### config.mk
export PLATFORM = sky130hd
export DESIGN_NAME = gnrl_pipe_buf
export DESIGN_NICKNAME = d
export VERILOG_FILES = /design/src/rtl/gnrl_pkg.sv /design/src/rtl/gnrl_pipe_slice.sv /design/src/rtl/gnrl_pipe_buf.sv
export SDC_FILE = /design/constraint.sdc
export NUM_CORES = 1
export LEC_CHECK = 0
export ABC_AREA = 1
export BUFFER_PORTS_ARGS = -buffer_cell sky130_fd_sc_hd__buf_2
export CAP_MARGIN = 0
export CORE_MARGIN = 2
export CORE_UTILIZATION = 52
export CTS_CLUSTER_DIAMETER = 80
export DETAILED_ROUTE_END_ITERATION = 7
export PLACE_DENSITY = 0.8
export SYNTH_ARGS = -nofsm -noshare
export SYNTH_HDL_FRONTEND = slang
export SYNTH_SLANG_ARGS = --single-unit
export TNS_END_PERCENT = 10
### constraint.sdc
create_clock -name clk -period 3.2 [get_ports clk]
set_clock_uncertainty 0.05 [all_clocks]
set_input_delay 0.96 -clock clk [delete_from_list [all_inputs] [get_ports clk]]
set_output_delay 0.96 -clock clk [all_outputs]
set_load 0.005 [all_outputs]
### src/rtl/gnrl_pkg.sv
// Shared constants for the gnrl_* pipeline helpers.
package gnrl_pkg;
  localparam int GNRL_PIPE_MODE_FWD  = 0;
  localparam int GNRL_PIPE_MODE_SKID = 1;
endpackage

### src/rtl/gnrl_pipe_slice.sv
// One elastic pipeline stage: forward-registered (1 entry) or skid (main + skid entry).
module gnrl_pipe_slice
  import gnrl_pkg::*;
#(
  parameter int               WIDTH     = 32,
  parameter int               MODE      = GNRL_PIPE_MODE_FWD,
  parameter logic [WIDTH-1:0] RESET_VAL = '0
) (
  input  logic             clk,
  input  logic             rst,
  input  logic             i_flush,
  input  logic             i_up_valid,
  output logic             o_up_ready,
  input  logic [WIDTH-1:0] i_up_data,
  output logic             o_dn_valid,
  input  logic             i_dn_ready,
  output logic [WIDTH-1:0] o_dn_data
);

  logic             r_v;
  logic [WIDTH-1:0] r_d;

  assign o_dn_valid = r_v && !i_flush;
  assign o_dn_data  = r_d;

  generate
    if (MODE == GNRL_PIPE_MODE_SKID) begin : g_skid
      logic             r_sv;
      logic [WIDTH-1:0] r_sd;
      logic             w_up_fire;
      logic             w_main_ld;

      // Ready comes straight from the skid flop, cutting the o_ready->i_ready path.
      assign o_up_ready = !r_sv && !i_flush;
      assign w_up_fire  = i_up_valid && !r_sv && !i_flush;
      assign w_main_ld  = (!r_v || i_dn_ready) && !i_flush;

      always_ff @(posedge clk or posedge rst) begin
        if (rst) begin
          r_v  <= 1'b0;
          r_sv <= 1'b0;
        end else if (i_flush) begin
          r_v  <= 1'b0;
          r_sv <= 1'b0;
        end else if (w_main_ld) begin
          r_v  <= r_sv || w_up_fire;
          r_sv <= 1'b0;
        end else if (w_up_fire) begin
          r_sv <= 1'b1;
        end
      end

      always_ff @(posedge clk or posedge rst) begin
        if (rst) begin
          r_d  <= RESET_VAL;
          r_sd <= RESET_VAL;
        end else begin
          if (w_main_ld && r_sv)           r_d  <= r_sd;
          else if (w_main_ld && w_up_fire) r_d  <= i_up_data;
          if (!w_main_ld && w_up_fire)     r_sd <= i_up_data;
        end
      end
    end else begin : g_fwd
      logic w_load;

      assign w_load     = (!r_v || i_dn_ready) && !i_flush;
      assign o_up_ready = w_load;

      always_ff @(posedge clk or posedge rst) begin
        if (rst)          r_v <= 1'b0;
        else if (i_flush) r_v <= 1'b0;
        else if (w_load)  r_v <= i_up_valid;
      end

      always_ff @(posedge clk or posedge rst) begin
        if (rst)                      r_d <= RESET_VAL;
        else if (w_load && i_up_valid) r_d <= i_up_data;
      end
    end
  endgenerate

endmodule

### src/rtl/gnrl_pipe_buf.sv
// Elastic pipeline buffer: DEPTH chained slices with valid/ready at both ends,
// synchronous flush and an occupancy counter.
module gnrl_pipe_buf
  import gnrl_pkg::*;
#(
  parameter int               WIDTH     = 32,
  parameter int               DEPTH     = 2,
  parameter int               MODE      = GNRL_PIPE_MODE_FWD,
  parameter logic [WIDTH-1:0] RESET_VAL = '0,
  localparam int              CNT_W     = $clog2(2*DEPTH+1)
) (
  input  logic             clk,
  input  logic             rst,
  input  logic             flush,
  input  logic             i_valid,
  output logic             i_ready,
  input  logic [WIDTH-1:0] i_data,
  output logic             o_valid,
  input  logic             o_ready,
  output logic [WIDTH-1:0] o_data,
  output logic [CNT_W-1:0] count
);

  logic [DEPTH:0]            w_vld;
  logic [DEPTH:0][WIDTH-1:0] w_dat;
  // Kept unpacked: in forward mode each bit is a combinational function of the next.
  logic                      w_rdy [DEPTH+1];
  logic                      w_in_fire;
  logic                      w_out_fire;
  logic [CNT_W-1:0]          r_cnt;

  assign w_vld[0]     = i_valid;
  assign w_dat[0]     = i_data;
  assign w_rdy[DEPTH] = o_ready;

  genvar g;
  generate
    for (g = 0; g < DEPTH; g++) begin : g_slice
      gnrl_pipe_slice #(
        .WIDTH    (WIDTH),
        .MODE     (MODE),
        .RESET_VAL(RESET_VAL)
      ) u_slice (
        .clk       (clk),
        .rst       (rst),
        .i_flush   (flush),
        .i_up_valid(w_vld[g]),
        .o_up_ready(w_rdy[g]),
        .i_up_data (w_dat[g]),
        .o_dn_valid(w_vld[g+1]),
        .i_dn_ready(w_rdy[g+1]),
        .o_dn_data (w_dat[g+1])
      );
    end
  endgenerate

  assign i_ready    = w_rdy[0] && !rst;
  assign o_valid    = w_vld[DEPTH];
  assign o_data     = w_dat[DEPTH];
  assign w_in_fire  = i_valid && i_ready;
  assign w_out_fire = o_valid && o_ready;
  assign count      = r_cnt;

  always_ff @(posedge clk or posedge rst) begin
    if (rst)        r_cnt <= '0;
    else if (flush) r_cnt <= '0;
    else            r_cnt <= r_cnt + CNT_W'(w_in_fire) - CNT_W'(w_out_fire);
  end

endmodule

==> Word-level counts from Yosys, hierarchy flattened <==
Index checks and enable logic that the tools add are counted.
{ "totals": {"word_cells": 29, "reg_bits": 69} }
{ "classes": {"muxes": 5, "addsub": 2, "n_reduce_logical": 17} }
{ "ops": {"columns": ["operator", "count"], "rows": [
  ["1-bit logical AND", 9],
  ["1-bit zero test", 4],
  ["1-bit 2-to-1 mux", 4],
  ["2-bit nonzero test", 2],
  ["3-bit by 1-bit adder with 3-bit output", 1],
  ["3-bit 2-to-1 mux", 1],
  ["3-bit by 1-bit subtractor with 3-bit output", 1],
  ["1-bit logical OR", 2]
]} }

==> Depth between registers and ports, before layout <==
Gate-level depths: netlist (run 1).
{ "logic_depth": {"depth_word": 10, "ltp_mapped": 13} }

==> Hierarchy <==
A second synthesis (run 1) with hierarchy kept.
{ "hier_totals": {"cells_unflattened": 329, "area_unflattened_um2": 3010.4} }
{ "by_module_without_submodules": {"columns": ["mod", "seq_area_each_um2", "n_inst", "cells_each", "area_per_inst_um2"], "rows": [
  ["gnrl_pipe_slice", 825.8, 2, 151, 1402.6],
  ["gnrl_pipe_buf", 75.1, 1, 27, 205.2]
]} }

==> Worst setup path before layout (run 1) <==
No wires, ideal clock.
{ "synth_path": {"path_kind": "input to register", "start": "input port i_valid", "end": "register r_cnt[2] (netlist: count[2])", "path_buffers": 2, "stages": 10, "required_time_ns": 3.031, "t_arrival_ns": 2.494, "slack_ns": 0.537, "path_cell_list": "buf_2 -> clkbuf_1 -> nand2_1 -> ha_1 -> inv_1 -> ha_1 -> inv_1 -> fa_1 -> a21oi_1 -> nor2_1"} }
{ "synth_via": {"elab_chain_len": 4} }
{ "synth_lines": {"columns": ["item", "line_no", "source"], "rows": [
  ["start, declared", "gnrl_pipe_buf.sv:15", "input logic i_valid,"],
  ["1-bit logical AND", "gnrl_pipe_buf.sv:60", "assign w_in_fire = i_valid && i_ready;"],
  ["3-bit by 1-bit adder with 3-bit output", "gnrl_pipe_buf.sv:67", "else r_cnt <= r_cnt + CNT_W'(w_in_fire) - CNT_W'(w_out_fire);"],
  ["3-bit by 1-bit subtractor with 3-bit output", "gnrl_pipe_buf.sv:67", null],
  ["3-bit 2-to-1 mux", "gnrl_pipe_buf.sv:66", "else if (flush) r_cnt <= '0;"],
  ["end signal, assigned", "gnrl_pipe_buf.sv:67", null],
  ["end, declared", "gnrl_pipe_buf.sv:30", "logic [CNT_W-1:0] r_cnt;"]
]} }
Every way passes these cells.
A chain may end at the register's enable or synchronous reset.

==> Final worst setup path (run 1) <==
{ "layout_path": {"start": "input port flush", "end": "output port i_ready"} }
{ "layout_via": {"elab_chain_len": 5} }
{ "layout_lines": {"columns": ["item", "line_no", "source"], "rows": [
  ["start, declared", "gnrl_pipe_buf.sv:14", "input logic flush,"],
  ["1-bit zero test *", "gnrl_pipe_slice.sv:66", "assign w_load = (!r_v || i_dn_ready) && !i_flush;"],
  ["1-bit logical AND", "gnrl_pipe_slice.sv:66", null],
  ["1-bit logical OR", "gnrl_pipe_slice.sv:66", null],
  ["1-bit logical AND *", "gnrl_pipe_slice.sv:66", null],
  ["1-bit logical AND *", "gnrl_pipe_buf.sv:57", "assign i_ready = w_rdy[0] && !rst;"],
  ["end, declared", "gnrl_pipe_buf.sv:16", "output logic i_ready,"]
]} }
Every way passes the cells marked *; elsewhere a longest branch is shown, timed or not.

==> results of run 1 <==
-- report_power, final --
| group | switching [mW] | internal, mW | leakage (nW) |
|---|---|---|---|
| registers | 0.0731 | 1.01 | 0.874 |
| logic | 0.180 | 0.151 | 0.950 |
| clock network | 0.303 | 0.436 | 0.107 |
| total | 0.556 | 1.60 | 1.93 |
-- cell usage after synthesis (all sizes together) --
cell type  number
a21oi           2
buf            15
clkbuf          5
dfrtp          69
fa              1
ha              2
inv            42
nand2         102
nand3           4
nand4          32
nor2            5
nor3            1
o21ai          33
-- state kept, by name, indices dropped and copies added (netlist names) --
| name | cells |
|---|---|
| g_slice.u_slice.r_v | 2 |
| g_slice.u_slice.o_dn_data | 64 |
| count | 3 |
-- through the flow --
step | power, mW | area [um2] | hold WS, ns
global placement | 1.42 | 3250 | 0.404
detailed placement | 1.44 | 3250 | 0.408
floorplan | 1.28 | 2870 | 0.392
global route | 2.29 | 3460 | 0.445
CTS | 2.18 | 3460 | 0.425
finish | 2.16 | 3460 | 0.423
-- layout make-up --
type                            count  area [um2]  area share
Clock inverter                      5        75.1      0.0217
Clock buffer                       11         131      0.0380
Timing Repair Buffer               79         423       0.122
Tap cell                           72        90.1      0.0260
Multi-Input combinational cell    182         857       0.248
Inverter                           42         158      0.0456
Sequential cell                    69        1730       0.499
-- cell usage in the layout, fill, tap and decap left out, drive strengths merged --
cell / instances
clkbuf: 11
a21oi: 2
o21ai: 33
nor3: 1
inv: 42
buf: 79
nand4: 32
nor2: 5
ha: 2
fa: 1
bufinv: 2
nand3: 4
clkinv: 3
dfrtp: 69
nand2: 102
-- final timing paths --
kind                                                        startpoint                                            to  slack, ns
max                                                              flush                                       i_ready       0.74
min                        g_slice[0].u_slice.o_dn_data[9]$_DFFE_PP0P_   g_slice[0].u_slice.o_dn_data[9]$_DFFE_PP0P_       0.42
max reg2reg                         g_slice[1].u_slice.r_v$_DFFE_PP0P_                            count[2]$_DFF_PP0_       1.17
min reg2reg                g_slice[0].u_slice.o_dn_data[9]$_DFFE_PP0P_   g_slice[0].u_slice.o_dn_data[9]$_DFFE_PP0P_       0.42
max in group asynchronous                                          rst  g_slice[1].u_slice.o_dn_data[30]$_DFFE_PP0P_       1.79
min in group asynchronous                                          rst  g_slice[0].u_slice.o_dn_data[11]$_DFFE_PP0P_       0.68
-- metal layers --
layer	GRT usage	part of all wire
met4	0.0649	0.0040
met1	0.251	0.46
met5	0	0
met2	0.345	0.49
met3	0.0621	0.046
-- cells by family after synthesis --
logic type / after synthesis
AOI/OAI and AO/OA: 35
adders and majority gates: 3
DFF: 69
and+or+nand+nor: 144
buffers and inverters: 62
-- worst max-delay path, stage by stage --
cell and delay [ns]:
buf_2 0.14, inv_2 0.06, nand2_1 0.04, nor2_1 0.11, buf_2 0.14
==> out/qor.yml, run 1 <==
outcome:
  status: "completed"
setup_path:
  setup.worst_path.start_class: "input port"
  cp.arrival_ns: 1.45
  cp_max_fo: 7
  reg2reg_depth: 12
  critPathKind: "input port to output port"
  crit_path_end_kind: "output port"
  critPathRequiredTime_ns: 2.19
min_path:
  min_path_type: "flip-flop to flip-flop"
  min_path_cells: 2
cells_and_area:
  fin_nets: 423
  fin_cells: 460
  drive_gt1_frac: 0.250
  n_fill_cell: 471
  n_antenna_cell: 0
  syn_to_final_growth_pct: 20.7
  final_util: 0.640
placed_design:
  placed_cells: 444
  dp_slack_ns: 0.489
  io_buffers: 73
  dpl.hpwl_um: 3870
  place.gp.congestion: 0.772
route:
  wl_per_cell_um: 12.6
  drtPass1Iterations: 4
  drc_errors: 0
  routed-via-count: 2248
  avgViaCountPerCell: 4.89
  ant_nets: 0
  wl_um: 5770
  drtIter0Drc: 156
global_route:
  grt_overflow: 0
  grtUsageTotal: 0.204
  grt_pass1_vias: 2215
  grt_max_degree: 65
  antenna_found_initial: 0
  grt_pass1_wl_um: 9630
sta:
  fin_crit_sh: 0.770
  worst_slew_margin_rel: 0.572
  worst_slew_pin_slew_ns: 0.642
  fin_setup_tns_ns: 0
  rsz0062_at_grt: "false"
  finalCriticalPeriod_ns: 2.46
  finalHoldViolations: 0
  finalWorstSetupSlack_ns: 0.736
  slew_violations: 0
  fmax_ghz: 0.406
  setup_viol: 0
synthesis:
  yosysTopAreaCell: "dfrtp_1"
  ys_ff_latch: 69
  synth_warnings: 0
  synth_fp_nets: 353
  synthAdderAreaFrac: 0.0157
  yosys.area_share.simple: 0.222
  ys_seq_area_frac: 0.602
  synthMuxAreaShare: 0
  syn-instance-count: 313
  synth_area_mm2: 0.00287
  synth.avg_cell_area_um2: 9.16
  yosys-top-cells-area: "dfrtp_1, nand2_1, nand4_1"
  synth_xor_xnor_area_share: 0
  synth.distinct_cells: 19
  synth_top_area_frac: 0.602
  synth_compound_area_frac: 0.0611
  synth_top_family_by_area: "simple AND/OR/NAND/NOR gates"
floorplan:
  row_count: 27
  die_y_um: 78.3
  core_area_mm2: 0.00541
  io-pin-count: 74
  die_w_um: 78.3
  dieArea_mm2: 0.00612
  initial_core_util: 0.531
clock_network:
  cts_setup_buffers: 0
  postCtsResizedCells: 0
  clock_tree.buffer_depth: 2
  clk_pin_slew_ns: 0.07
  cts_tree: "done"
  cts_hold_buf: 0
  numCtsBuffers: 9
  htree_levels: 3
  clock_tree.root_cell: "clkbuf_8"
  clkLatencyLatePin_ns: 0.33
  cts_sinks: 69
pwr:
  pwr_density_cell_mw_per_mm2: 623
  vdd_drop_max_mv: 0.289
  p_leak_nw: 1.93
flow_run:
  maxCapViolCount: 0
(Power assumes the default switching activity.)
==> run 2, diff against run 1 <==
--- a/config.mk
+++ b/config.mk
@@ -5,14 +5,14 @@
 export SDC_FILE = /design/constraint.sdc
 export NUM_CORES = 1
 export LEC_CHECK = 0
-export ABC_AREA = 1
+export ABC_AREA = 0
 export BUFFER_PORTS_ARGS = -buffer_cell sky130_fd_sc_hd__buf_2
 export CAP_MARGIN = 0
 export CORE_MARGIN = 2
-export CORE_UTILIZATION = 52
+export CORE_UTILIZATION = 47
 export CTS_CLUSTER_DIAMETER = 80
 export DETAILED_ROUTE_END_ITERATION = 7
-export PLACE_DENSITY = 0.8
+export PLACE_DENSITY = 0.76
 export SYNTH_ARGS = -nofsm -noshare
 export SYNTH_HDL_FRONTEND = slang
 export SYNTH_SLANG_ARGS = --single-unit
==> constraint.sdc (replaced) <==
create_clock -name clk -period 2.05 [get_ports clk]
set_clock_uncertainty 0.05 [all_clocks]
set_input_delay 0.615 -clock clk [delete_from_list [all_inputs] [get_ports clk]]
set_output_delay 0.615 -clock clk [all_outputs]
set_load 0.005 [all_outputs]
==> out/qor.yml, run 2 <==
floorplan:
  die_y_um: 81.4  # was 78.3 um
  die_w_um: 81.4  # was 78.3 um
  io-pin-count: 74  # unchanged
  dieArea_mm2: 0.00663  # was 0.00612 mm2
  core_area_mm2: 0.00585  # was 0.00541 mm2
  row_count: 28  # was 27
  initial_core_util: 0.482  # was 0.531
sta:
  fmax_ghz: 0.458
  finalCriticalPeriod_ns: 2.18
  hold-worst-slack_ns: 0.432  # was 0.423 ns
  worst_slew_margin_rel: 0.754  # was 0.572
  finalWorstSetupSlack_ns: -0.135  # was 0.736 ns
  fin_crit_sh: 1.07
  finalHoldViolations: 0  # unchanged
  rsz0062_at_grt: "true"  # was false
  setup_viol: 1  # was 0
  slew_violations: 0  # unchanged
  worst_slew_pin_slew_ns: 0.369  # was 0.642 ns
setup_path:
  crit_path_end_kind: "flip-flop"  # was output port
  critPathKind: "flip-flop to flip-flop"  # was input port to output port
  cp_max_fo: 3  # was 7
  cp_cell_sequence: "and3b_2, nor3_4, nand2_1, ha_1, inv_1, ha_1, inv_2, fa_2, xor2_2, xnor2_1, nor2_1"  # was buf_2, inv_2, nand2_1, nor2_1, buf_2
  critical-path-top-delay-family: "adder cells"  # was buffers and inverters
  cp.arrival_ns: 2.37  # was 1.45 ns
  path_buf_inv: 2  # was 3
  max_stage_delay_ns: 0.40  # was 0.14 ns
  crit_slowest_cell: "dfrtp_1"  # was buf_2
  path_common_cell: "ha_1"  # was buf_2
  critPathRequiredTime_ns: 2.24  # was 2.19 ns
  setup.worst_path.start_class: "flip-flop"  # was input port
route:
  wl_per_cell_um: 14.9  # was 12.6 um
  drc_errors: 0  # unchanged
  drtPass1Iterations: 3  # was 4
  avgViaCountPerCell: 4.85  # was 4.89
  wl_um: 4930  # was 5770 um
  ant_nets: 0  # unchanged
  routed-via-count: 1605  # was 2248
  drtIter0Drc: 50  # was 156
clock_network:
  cts_tree: "done"  # unchanged
  cts_hold_buf: 0  # unchanged
  clkLatencyLatePin_ns: 0.34  # was 0.33 ns
  clk_pin_slew_ns: 0.07  # about the same
  htree_levels: 3  # unchanged
  numCtsBuffers: 9  # unchanged
  clock_tree.root_cell: "clkbuf_8"  # unchanged
  clock_tree.buffer_depth: 2  # unchanged
  cts_sinks: 69  # unchanged
synthesis:
  ys_seq_area_frac: 0.613  # was 0.602
  yosysMostFrequentCell: "dfrtp_1"  # was nand2_1
  synth_fp_nets: 204  # was 353
  syn-instance-count: 164  # was 313
  yosysTopAreaCell: "dfrtp_1"  # unchanged
  ys.flop_type: "dfrtp_1"  # unchanged
  synth_warnings: 0  # unchanged
  synthTopCellsByCount: "dfrtp_1, mux2_2, mux2_4"  # was nand2_1, dfrtp_1, inv_1
  synth_top_area_frac: 0.613  # was 0.602
  synth.avg_cell_area_um2: 17.2  # was 9.16 um2
  synth_area_mm2: 0.00282  # was 0.00287 mm2
  synth_edf_count: 0  # unchanged
  synth.distinct_cells: 21  # was 19
  synth-async-reset-ratio: 1.00  # unchanged
  ys_ff_latch: 69  # unchanged
  yosys-top-cells-area: "dfrtp_1, mux2_4, mux2_2"  # was dfrtp_1, nand2_1, nand4_1
pwr:
  vdd_drop_max_mv: 0.502  # was 0.289 mV
  pwr_density_cell_mw_per_mm2: 1020  # was 623 mW/mm2
  p_leak_nw: 1.77  # was 1.93 nW
cells_and_area:
  n_antenna_cell: 0  # unchanged
  final_common_cell: "buf_2"  # was nand2_1
  n_fill_cell: 465  # was 471
  drive_gt1_frac: 0.672  # was 0.250
  regArea_mm2: 0.00173  # unchanged
  largest_reg_flops: 64  # unchanged
  multi_input_area_mm2: 0.00101  # was 857 um2
  fin_nets: 291  # was 423
  layout_common_cells: "buf_2, dfrtp_1, mux2_2"  # was nand2_1, buf_2, dfrtp_1
  syn_to_final_growth_pct: 25.2  # was 20.7%
global_route:
  grt_pass1_vias: 1615  # was 2215
  grt_pass1_wl_um: 7800  # was 9630 um
  grt_overflow: 0  # unchanged
  antenna_found_initial: 0  # unchanged
  grt_max_degree: 70  # was 65
  grtUsageTotal: 0.164  # was 0.204
outcome:
  violations: "setup timing"
  status: "complete, but fails checks"  # was completed
flow_run:
  maxCapViolCount: 0  # unchanged
placed_design:
  io_buffers: 73  # unchanged
  place.gp.congestion: 0.728  # was 0.772
  dp_slack_ns: -0.538  # was 0.489 ns
  dpl.hpwl_um: 3410  # was 3870 um
min_path:
  min_path_type: "input port to async pin"  # was flip-flop to flip-flop
-- run 2: changes by cell type after synthesis, moves of 5 or more --
cell	before	now
clkbuf_1	5	0
mux2_2	0	34
nand4_1	32	0
nand2_1	102	1
o21ai_1	22	0
inv_1	41	3
o21ai_0	11	0
mux2_4	0	30
-- run 2: layer usage --
layer	global-route usage	wire length, um
met5	0	0
met4	0.0814	93
met3	0.0571	340
met2	0.261	2340
met1	0.198	2160
-- run 2: layout make-up --
cell class | count | share of cell area
sequential | 69 | 0.489
multi-input combinational | 84 | 0.288
timing repair buffer | 84 | 0.138
clock buffer | 12 | 0.0411
tap | 75 | 0.0266
clock inverter | 4 | 0.0135
inverter | 3 | 0.00426
-- run 2: kinds of logic after synthesis --
family / synth area share
xor gates and xnor gates: 0.00622
adders and majority gates: 0.0160
buffers and inverters: 0.0373
DFF: 0.613
muxes: 0.296
and+or+nand+nor: 0.0320
-- run 2: repair_timing --
item,4_1_cts,5_1_grt
cloned,0,0
setup endpoints to repair,1,2
setup buffers,0,0
pin swaps,2,2
resized for setup,2,2
-- run 2: per-stage QoR --
stage                     std cells  TNS (ns)   util  total power [mW]  cell area (um2)
after floorplan                 164    -0.495      -              2.23             2830
after global placement          315     -6.23  0.568              2.52             3320
after detailed placement        315     -7.91  0.568              2.56             3320
after CTS                       331    -0.198  0.602              3.65             3520
after global routing            331    -0.384  0.603              3.80             3530
final                           331    -0.135  0.603              3.59             3530
-- run 2: worst register-to-register path: cells and delay by family (launching register included) --
family | cells | cell delay [ns]
XOR/XNOR | 2 | 0.28
adder cells (fa/ha/maj) | 3 | 0.77
buffers and inverters | 2 | 0.09
flip-flops | 1 | 0.40
AND/OR/NAND/NOR | 4 | 0.48
-- run 2: final timing paths --
path | startpoint | endpoint | slack [ns] | cells past startpoint
min in group clk | i_data[8] | g_slice[0].u_slice.o_dn_data[8]$_DFFE_PP0P_ | 0.45 | 2
worst min register to register | g_slice[1].u_slice.o_dn_data[14]$_DFFE_PP0P_ | g_slice[1].u_slice.o_dn_data[14]$_DFFE_PP0P_ | 0.45 | 1
worst min-delay path | rst | count[0]$_DFF_PP0_ | 0.43 | 4
max in group asynchronous | rst | g_slice[1].u_slice.o_dn_data[17]$_DFFE_PP0P_ | 1.20 | 4
worst max-delay path | g_slice[1].u_slice.r_v$_DFFE_PP0P_ | count[2]$_DFF_PP0_ | -0.13 | 11
worst max register to register | g_slice[1].u_slice.r_v$_DFFE_PP0P_ | count[2]$_DFF_PP0_ | -0.13 | 11
-- run 2: where the power goes --
part / total, mW / switching, mW / internal (mW)
Sequential: 1.80 / 0.148 / 1.66
Clock: 1.07 / 0.483 / 0.591
Combinational: 0.714 / 0.251 / 0.463
Total: 3.59 / 0.882 / 2.71
==> run 3, diff against run 2 <==
--- a/config.mk
+++ b/config.mk
@@ -7,13 +7,14 @@
 export LEC_CHECK = 0
 export ABC_AREA = 0
 export BUFFER_PORTS_ARGS = -buffer_cell sky130_fd_sc_hd__buf_2
-export CAP_MARGIN = 0
+export CAP_MARGIN = 20
 export CORE_MARGIN = 2
 export CORE_UTILIZATION = 47
 export CTS_CLUSTER_DIAMETER = 80
 export DETAILED_ROUTE_END_ITERATION = 7
-export PLACE_DENSITY = 0.76
+export PLACE_DENSITY = 0.77
 export SYNTH_ARGS = -nofsm -noshare
 export SYNTH_HDL_FRONTEND = slang
+export SYNTH_HIERARCHICAL = 1
 export SYNTH_SLANG_ARGS = --single-unit
 export TNS_END_PERCENT = 10
==> out/qor.yml, run 3 <==
floorplan:
  die_w_um: 80.2  # was 81.4 um
  dieArea_mm2: 0.00644  # was 0.00663 mm2
  io-pin-count: 74  # unchanged
  die_y_um: 80.2  # was 81.4 um
  row_count: 27  # was 28
  core_area_mm2: 0.00557  # was 0.00585 mm2
  initial_core_util: 0.490  # was 0.482
global_route:
  grt_pass1_wl_um: 8020  # was 7800 um
  antenna_found_initial: 0  # unchanged
  grtUsageTotal: 0.169  # was 0.164
  grt_overflow: 0  # unchanged
  use_met1: 0.210  # was 0.198
  met3_usage: 0.0483  # was 0.0571
  grt_pass1_vias: 1761  # was 1615
  met2_usage: 0.273  # was 0.261
  grt_max_degree: 23  # was 70
  busiest_layer: "met2"  # unchanged
route:
  avgViaCountPerCell: 4.90  # was 4.85
  routed-via-count: 1645  # was 1605
  ant_nets: 0  # unchanged
  drc_errors: 0  # unchanged
  wl_per_cell_um: 14.6  # was 14.9 um
  drtIter0Drc: 36  # was 50
  drtPass1Iterations: 4  # was 3
  wl_um: 4920  # was 4930 um
setup_path:
  critPathKind: "flip-flop to flip-flop"  # unchanged
  cp_max_fo: 2  # was 3
  cp_cell_sequence: "nor2b_4, nor2_4, nor2b_4, nor2_1, nor2b_2, nand2_1, ha_1, inv_1, ha_1, inv_1, fa_2, xnor3_1, nor2_1"  # was and3b_2, nor3_4, nand2_1, ha_1, inv_1, ha_1, inv_2, fa_2, xor2_2, xnor2_1, nor2_1
  reg2reg_setup_slack_ns: -0.13  # about the same
  path_buf_inv: 2  # unchanged
  crit_slowest_cell: "dfrtp_1"  # unchanged
  cp.arrival_ns: 2.35  # was 2.37 ns
  critical-path-top-delay-family: "adder cells"  # unchanged
  setup.worst_path.start_class: "flip-flop"  # unchanged
  crit_path_end_kind: "flip-flop"  # unchanged
  critPathRequiredTime_ns: 2.22  # was 2.24 ns
  max_stage_delay_ns: 0.39  # was 0.40 ns
placed_design:
  dpl.hpwl_um: 3570  # was 3410 um
  placed_cells: 320  # was 315
  dp_slack_ns: -0.423  # was -0.538 ns
  io_buffers: 73  # unchanged
  place.gp.congestion: 0.759  # was 0.728
  placed_area_mm2: 0.00326  # was 0.00332 mm2
cells_and_area:
  final_common_cell: "buf_2"  # unchanged
  syn_to_final_growth_pct: 26.8  # was 25.2%
  fin_nets: 301  # was 291
  drive_gt1_frac: 0.655  # was 0.672
  final_area_mm2: 0.00346  # was 0.00353 mm2
  largest_reg_flops: 64  # unchanged
  layout_common_cells: "buf_2, dfrtp_1, mux2_2"  # unchanged
  fin_cells: 336  # was 331
  n_antenna_cell: 0  # unchanged
clock_network:
  cts_hold_buf: 0  # unchanged
  clock_tree.root_cell: "clkbuf_8"  # unchanged
  clkLatencyLatePin_ns: 0.32  # was 0.34 ns
  htree_levels: 3  # unchanged
  clk_pin_slew_ns: 0.07  # about the same
  cts_tree: "done"  # unchanged
  numCtsBuffers: 9  # unchanged
  cts_sinks: 69  # unchanged
  clock_tree.buffer_depth: 2  # unchanged
sta:
  hold-worst-slack_ns: 0.258  # was 0.432 ns
  rsz0062_at_grt: "true"  # unchanged
  fin_crit_sh: 1.06  # was 1.07
  finalWorstSetupSlack_ns: -0.132  # was -0.135 ns
  finalHoldViolations: 0  # unchanged
  fmax_ghz: 0.458  # about the same
  worst_slew_margin_rel: 0.805  # was 0.754
  slew_violations: 0  # unchanged
  finalCriticalPeriod_ns: 2.18  # about the same
  worst_slew_pin_slew_ns: 0.292  # was 0.369 ns
  setup_viol: 3  # was 1
synthesis:
  ys_seq_area_frac: 0.632  # was 0.613
  synth.avg_cell_area_um2: 16.5  # was 17.2 um2
  synth_warnings: 6  # was 0
  synth_fp_nets: 206  # was 204
  syn-instance-count: 166  # was 164
  synthTopCellsByCount: "dfrtp_1, mux2_2, nor2_1"  # was dfrtp_1, mux2_2, mux2_4
  yosys-top-cells-area: "dfrtp_1, mux2_2, buf_6"  # was dfrtp_1, mux2_4, mux2_2
  synth_area_mm2: 0.00273  # was 0.00282 mm2
  synth_edf_count: 0  # unchanged
  yosysMostFrequentCell: "dfrtp_1"  # unchanged
  synth-async-reset-ratio: 1.00  # unchanged
  yosysTopAreaCell: "dfrtp_1"  # unchanged
  synth_top_area_frac: 0.632  # was 0.613
  synth.distinct_cells: 13  # was 21
  ys_ff_latch: 69  # unchanged
  ys.flop_type: "dfrtp_1"  # unchanged
flow_run:
  maxCapViolCount: 0  # unchanged
pwr:
  vdd_drop_max_mv: 0.696  # was 0.502 mV
  p_leak_nw: 1.67  # was 1.77 nW
  pwr-share-clk: 0.284  # was 0.299
  p_switching_mw: 0.876  # was 0.882 mW
  internal_power_mw: 2.74  # was 2.71 mW
  seq_power_share: 0.514  # was 0.502
  combPwrFrac: 0.202  # was 0.199
  switching_share: 0.242  # was 0.246
  pwr_density_cell_mw_per_mm2: 1040  # was 1020 mW/mm2
min_path:
  min_path_type: "input port to async pin"  # unchanged
outcome:
  violations: "setup timing"  # unchanged
  status: "complete, but fails checks"  # unchanged
[run 3: metrics by stage]
step,TNS [ns],total power [mW],util
floorplan,-0.588,2.25,-
global placement,-5.24,2.58,0.586
detailed placement,-7.07,2.62,0.586
CTS,-0.230,3.67,0.620
global route,-0.559,3.82,0.622
finish,-0.324,3.61,0.622
[run 3: kinds of logic after synthesis]
logic type	after synthesis	synth area share
XOR/XNOR	1	0.00824
AND/OR/NAND/NOR	18	0.0476
adder cells (fa/ha/maj)	3	0.0165
flip-flops	69	0.632
multiplexers	64	0.264
buffers and inverters	11	0.0316
[run 3: worst paths after layout]
check | start | end | cells after the start
min reg2reg | g_slice[0].u_slice/o_dn_data[31]$_DFFE_PP0P_ | g_slice[1].u_slice/o_dn_data[31]$_DFFE_PP0P_ | 1
min in group clk | g_slice[0].u_slice/o_dn_data[31]$_DFFE_PP0P_ | g_slice[1].u_slice/o_dn_data[31]$_DFFE_PP0P_ | 1
max in group asynchronous | rst | g_slice[1].u_slice/o_dn_data[22]$_DFFE_PP0P_ | 4
min | rst | count[0]$_DFF_PP0_ | 3
max | g_slice[1].u_slice/r_v$_DFFE_PP0P_ | count[2]$_DFF_PP0_ | 13
max reg2reg | g_slice[1].u_slice/r_v$_DFFE_PP0P_ | count[2]$_DFF_PP0_ | 13
[run 3: timing repair]
item	CTS	global route
setup buffers	1	1
endpoints found under the setup margin	3	3
pin swaps	2	2
resized for setup	1	0
[run 3: area by class of cell]
| cell class | instances | area [um2] |
|---|---|---|
| tap | 72 | 90.1 |
| sequential | 69 | 1730 |
| fill | 447 | 2110 |
| multi-input combinational | 86 | 931 |
| clock buffer | 12 | 145 |
| inverter | 5 | 18.8 |
| timing repair buffer | 90 | 518 |
| clock inverter | 2 | 35.0 |
[run 3: power groups by stage]
| stage | registers (mW) | logic (mW) | clock network [mW] |
|---|---|---|---|
| floorplan | 1.88 | 0.373 | 0 |
| global placement | 1.87 | 0.718 | 0 |
| detailed placement | 1.88 | 0.743 | 0 |
| CTS | 1.86 | 0.746 | 1.06 |
| global route | 1.90 | 0.807 | 1.12 |
| finish | 1.86 | 0.730 | 1.03 |
[run 3: worst min-delay path: stages]
cell and delay, ns:
buf_2 0.12, buf_4 0.14, inv_1 0.11
[run 3: layer usage]
metal  vias up  part of all wire
li1        757                 -
met1       823              0.45
met2        56              0.48
met3         9             0.061
met4         0             0.014
met5         -                 0
